### src/rtl/qerv_rf_ram_clr.sv
// Register-file RAM with a post-reset zero-fill sweep. The array takes one write and one read per cycle, and read data is registered with 1-cycle latency.
// There is no handshake: o_busy marks the sweep, and requests that arrive during the sweep are dropped.
module qerv_rf_ram_clr #(
    parameter int    width    = 8,
    parameter int    csr_regs = 4,
    parameter int    depth    = (32 + csr_regs) * 32 / width,
    parameter int    aw       = $clog2(depth),
    parameter string rdw_mode = "WRITE_FIRST",
    parameter int    clear_en = 1
) (
    input  logic             i_clk,
    input  logic             i_rst,
    input  logic [aw-1:0]    i_waddr,
    input  logic [width-1:0] i_wdata,
    input  logic             i_wen,
    input  logic [aw-1:0]    i_raddr,
    input  logic             i_ren,
    output logic [width-1:0] o_rdata,
    output logic             o_busy,
    output logic             o_clr_done
);

    typedef enum logic {CLEAR, RUN} state_t;

    localparam int            last_i     = depth - 1;
    localparam logic [aw:0]   depth_w    = depth[aw:0];
    localparam logic [aw-1:0] last_addr  = last_i[aw-1:0];
    localparam bit            write_first = (rdw_mode == "WRITE_FIRST");

    logic [width-1:0] mem [depth];

    state_t           state_q, state_d;
    logic [aw-1:0]    clr_cnt_q, clr_cnt_d;
    logic             clr_done_q, clr_done_d;
    logic [width-1:0] rdata_q, rdata_d;
    logic             mem_we;
    logic [aw-1:0]    mem_wa;
    logic [width-1:0] mem_wd;
    logic             wr_ok, rd_ok;

    assign wr_ok = ({1'b0, i_waddr} < depth_w);
    assign rd_ok = ({1'b0, i_raddr} < depth_w);

    always_comb begin
        state_d    = state_q;
        clr_cnt_d  = clr_cnt_q;
        clr_done_d = 1'b0;
        rdata_d    = rdata_q;
        mem_we     = 1'b0;
        mem_wa     = i_waddr;
        mem_wd     = i_wdata;
        case (state_q)
            CLEAR: begin
                mem_we    = 1'b1;
                mem_wa    = clr_cnt_q;
                mem_wd    = '0;
                rdata_d   = '0;
                clr_cnt_d = clr_cnt_q + aw'(1);
                if (clr_cnt_q == last_addr) begin
                    state_d    = RUN;
                    clr_cnt_d  = '0;
                    clr_done_d = 1'b1;
                end
            end
            RUN: begin
                mem_we = i_wen && wr_ok;
                if (i_ren) begin
                    if (!rd_ok)
                        rdata_d = '0;
                    // Bypass only matters when the write actually lands in the array.
                    else if (write_first && i_wen && (i_waddr == i_raddr))
                        rdata_d = i_wdata;
                    else
                        rdata_d = mem[i_raddr];
                end
            end
            default: state_d = RUN;
        endcase
    end

    always_ff @(posedge i_clk) begin
        if (i_rst) begin
            state_q    <= (clear_en != 0) ? CLEAR : RUN;
            clr_cnt_q  <= '0;
            clr_done_q <= 1'b0;
            rdata_q    <= '0;
        end else begin
            state_q    <= state_d;
            clr_cnt_q  <= clr_cnt_d;
            clr_done_q <= clr_done_d;
            rdata_q    <= rdata_d;
        end
    end

    always_ff @(posedge i_clk) begin
        if (!i_rst && mem_we)
            mem[mem_wa] <= mem_wd;
    end

    assign o_rdata    = rdata_q;
    assign o_busy     = (state_q == CLEAR);
    assign o_clr_done = clr_done_q;

endmodule

### config.mk
export PLATFORM = sky130hd
export DESIGN_NAME = qerv_rf_ram_clr
export DESIGN_NICKNAME = d
export VERILOG_FILES = /design/src/rtl/qerv_rf_ram_clr.sv
export SDC_FILE = /design/constraint.sdc
export NUM_CORES = 1
export LEC_CHECK = 0
export ABC_AREA = 1
export CORE_AREA = 2 2 302 304
export DETAILED_ROUTE_END_ITERATION = 16
export DIE_AREA = 0 0 304 306
export MAX_ROUTING_LAYER = met4
export PLACE_DENSITY = 0.74
export SYNTH_ARGS = -nofsm -noshare
export SYNTH_HDL_FRONTEND = slang
export SYNTH_SLANG_ARGS = --single-unit
### constraint.sdc
create_clock -name i_clk -period 4.1 [get_ports i_clk]
set_clock_uncertainty 0.05 [all_clocks]
set_input_delay 1.025 -clock i_clk [delete_from_list [all_inputs] [get_ports i_clk]]
set_output_delay 1.025 -clock i_clk [all_outputs]
set_load 0.02 [all_outputs]
==> results.sh <==
export IMPL_timing_setup_tns_ns=0
export IMPL_grt_first_pass_wirelength_mm=196.6
export IMPL_postSynth_asyncResetShare=0
export IMPL_initialDrtViolationCount=4532
export IMPL_path_cells="clkinv_1 > buf_4 > clkdlybuf4s50_1"
export IMPL_number_of_resized_instances_in_the_post_cts_repair_step=0
export IMPL_cp_arrival_ns=2.23
export IMPL_whs_ns=0.4216
export IMPL_vdd_ir_drop_worst_mv=0.3033
export IMPL_clockRootBuffer="sky130_fd_sc_hd__clkbuf_16"
export IMPL_cts_post_setup_buffers_inserted=0
export IMPL_totalWireLength_mm=130.1
export IMPL_synthDistinctLibCells=33
export IMPL_routedWlPerCell_um=22.29
export IMPL_total_global_routing_track_utilization=0.2876
export IMPL_first_global_vias=32340
export IMPL_drv_cap=0
export IMPL_num_nets_final=4591
export IMPL_num_rows=110
export IMPL_postSynthAreaPerCell_um2=11.00
export IMPL_syn2layout_area_growth_pct=13.24
export IMPL_synth_enable_flop_cells=1152
export IMPL_timing_worst_slew_pin_value_ns=0.8996
export IMPL_dieArea_mm2=0.09302
export IMPL_floorplan_initialDensity=0.5477
export IMPL_ioPinCount=38
export IMPL_critPathMaxStageDelay_ns=0.55
export IMPL_worst_case_headroom_to_the_max_slew_limit=0.3988
export IMPL_critical_path_max_fanout=6
export IMPL_post_synth_instance_area_mm2=0.04907
export IMPL_cts_tree="yes"
export IMPL_clkSlewWorstSetupHoldPaths_ns=0.06
export IMPL_layout_cells_sized_above_1=0.08698
export IMPL_finalHoldViolations=0
export IMPL_syn_inst=4460
export IMPL_timing_final_crit_share=0.8072
export IMPL_first_drt_pass_iteration_count=6
export IMPL_numPortBuffers=37
export IMPL_yosysWarnings=0
export IMPL_leading_cell_types_in_the_layout_fill_and_taps_excluded="1423 x sky130_fd_sc_hd__nand2_1, 1152 x sky130_fd_sc_hd__edfxtp_1, 744 x sky130_fd_sc_hd__nand3_1"
export IMPL_data_required_critical_path_ns=3.02
export IMPL_final_antenna_net_count=0
export IMPL_hold_buffers=0
export IMPL_clock_fmax_mhz=302.2
export IMPL_status="finished clean"
export IMPL_number_of_cts_inserted_buffers=112
export IMPL_p_leak_nw=21.55
export IMPL_rsz0062_at_grt="no"
export IMPL_drv_slew=0
export IMPL_timing_critical_path_to_type="output port"
export IMPL_htree_levels=3
export IMPL_synth_seq_area_share=0.7123
export IMPL_hp_class="flop to flop"
export IMPL_antenna_violations_before_repair=6
export IMPL_detail_route_drc_violations=0
export IMPL_die_width_um=304
export IMPL_layout_cells_most_common="sky130_fd_sc_hd__nand2_1"
export IMPL_post_route_min_period_ns=3.309
export IMPL_dp_hpwl_mm=78.99
export IMPL_die_height_um=306
export IMPL_core_region_area_mm2=0.08960
export IMPL_num_vias=33830
export IMPL_global_route_overflow_total=0
export IMPL_global_placement_routability_congestion=0.9559
export IMPL_ys_seq_elements=1170
export IMPL_critPathLaunchType="flop"
export IMPL_mappedNetlistNets=4489
export IMPL_routed_via_density=5.795
export IMPL_grt_start_max_net_pins=133
export IMPL_final_setup_violation_count=0
export IMPL_clk_path_buf_depth=3
export IMPL_critical_path_slowest_cell="sky130_fd_sc_hd__clkdlybuf4s50_1"
export IMPL_numClockSinks=1170
export IMPL_powerDensity_mw_per_mm2=452.2
export IMPL_main_synth_ff_type="sky130_fd_sc_hd__edfxtp_1"
export IMPL_insertion_delay_ns=0.70
export IMPL_crit_type="flop to output port"
where the power goes:
group / switching, mW / internal (mW)
logic: 0.923 / 0.365
registers: 0.00663 / 12.9
clock network: 4.41 / 6.48
synth_stat cells, types with 10 or more instances:
library cell               number  area, um2
sky130_fd_sc_hd__nand3_1      744       3724
sky130_fd_sc_hd__inv_1        255      957.2
sky130_fd_sc_hd__o221ai_1      24      210.2
sky130_fd_sc_hd__buf_2         84      420.4
sky130_fd_sc_hd__edfxtp_1    1152      34590
sky130_fd_sc_hd__nand2_1     1423       5341
sky130_fd_sc_hd__buf_6         18      202.7
sky130_fd_sc_hd__dfxtp_1       18      360.4
sky130_fd_sc_hd__o21ai_0      121      605.6
sky130_fd_sc_hd__buf_1         39      146.4
sky130_fd_sc_hd__nor2_1       368       1381
sky130_fd_sc_hd__o22ai_1       10      62.56
sky130_fd_sc_hd__a21oi_1       40      200.2
sky130_fd_sc_hd__clkbuf_1      87      326.6
sky130_fd_sc_hd__buf_4         32      240.2
through the flow:
step / cell area (um2) / std cells / utilization / worst slack [ns] / power (mW)
after detailed placement: 51670 / 5624 / 0.5767 / 0.2524 / 14.46
final: 55570 / 5837 / 0.6202 / 0.7906 / 25.13
after floorplan: 49070 / 4460 / - / 0.7898 / 14.03
after global routing: 55570 / 5837 / 0.6202 / 0.7805 / 25.75
after global placement: 51670 / 5624 / 0.5767 / 0.2571 / 14.44
after CTS: 55560 / 5832 / 0.6201 / 0.8090 / 25.17
per-layer routing:
metal / up-vias / track usage / wire length (um)
li1: 15440 / - / -
met1: 16140 / 0.3883 / 50550
met2: 1968 / 0.4313 / 59990
met3: 287 / 0.05191 / 14100
met4: 0 / 0.1267 / 5477
met5: - / - / 0
flip-flops by register name, indices dropped and copies added, names as in the netlist:
signal	count
o_rdata	8
clr_cnt_q	8
state_q	1
o_clr_done	1
mem	1152
critical path, delay by kind of cell (launching register included):
kind	cells	cell delay, ns
buf+inv	3	1.19
flops	1	0.34
cell type report:
cell class,count,area [um2]
fillers,6720,34030
repair buffers,250,2426
well taps,1176,1471
clock inverters,74,917.1
diodes,5,12.51
clock buffers,134,2970
multi-input cells,2766,11780
flip-flops and latches,1170,34950
inverters,262,1042
worst paths after layout:
check	start	end	slack, ns	depth (start not counted)
max	state_q	o_busy	0.79	3
min	o_rdata[4]	o_rdata[4]	0.42	2
max reg2reg	state_q	mem[3][2]	0.85	8
min reg2reg	o_rdata[4]	o_rdata[4]	0.42	2
cell families after synthesis:
kind of cell	after synthesis	share of synthesized area
and+or+nand+nor	2542	0.2136
adders and majority gates	1	0.0002549
AOI/OAI and AO/OA	216	0.02491
buffers and inverters	524	0.04770
xor gates and xnor gates	7	0.001249
DFF	1170	0.7123
(Power assumes the default switching activity.)
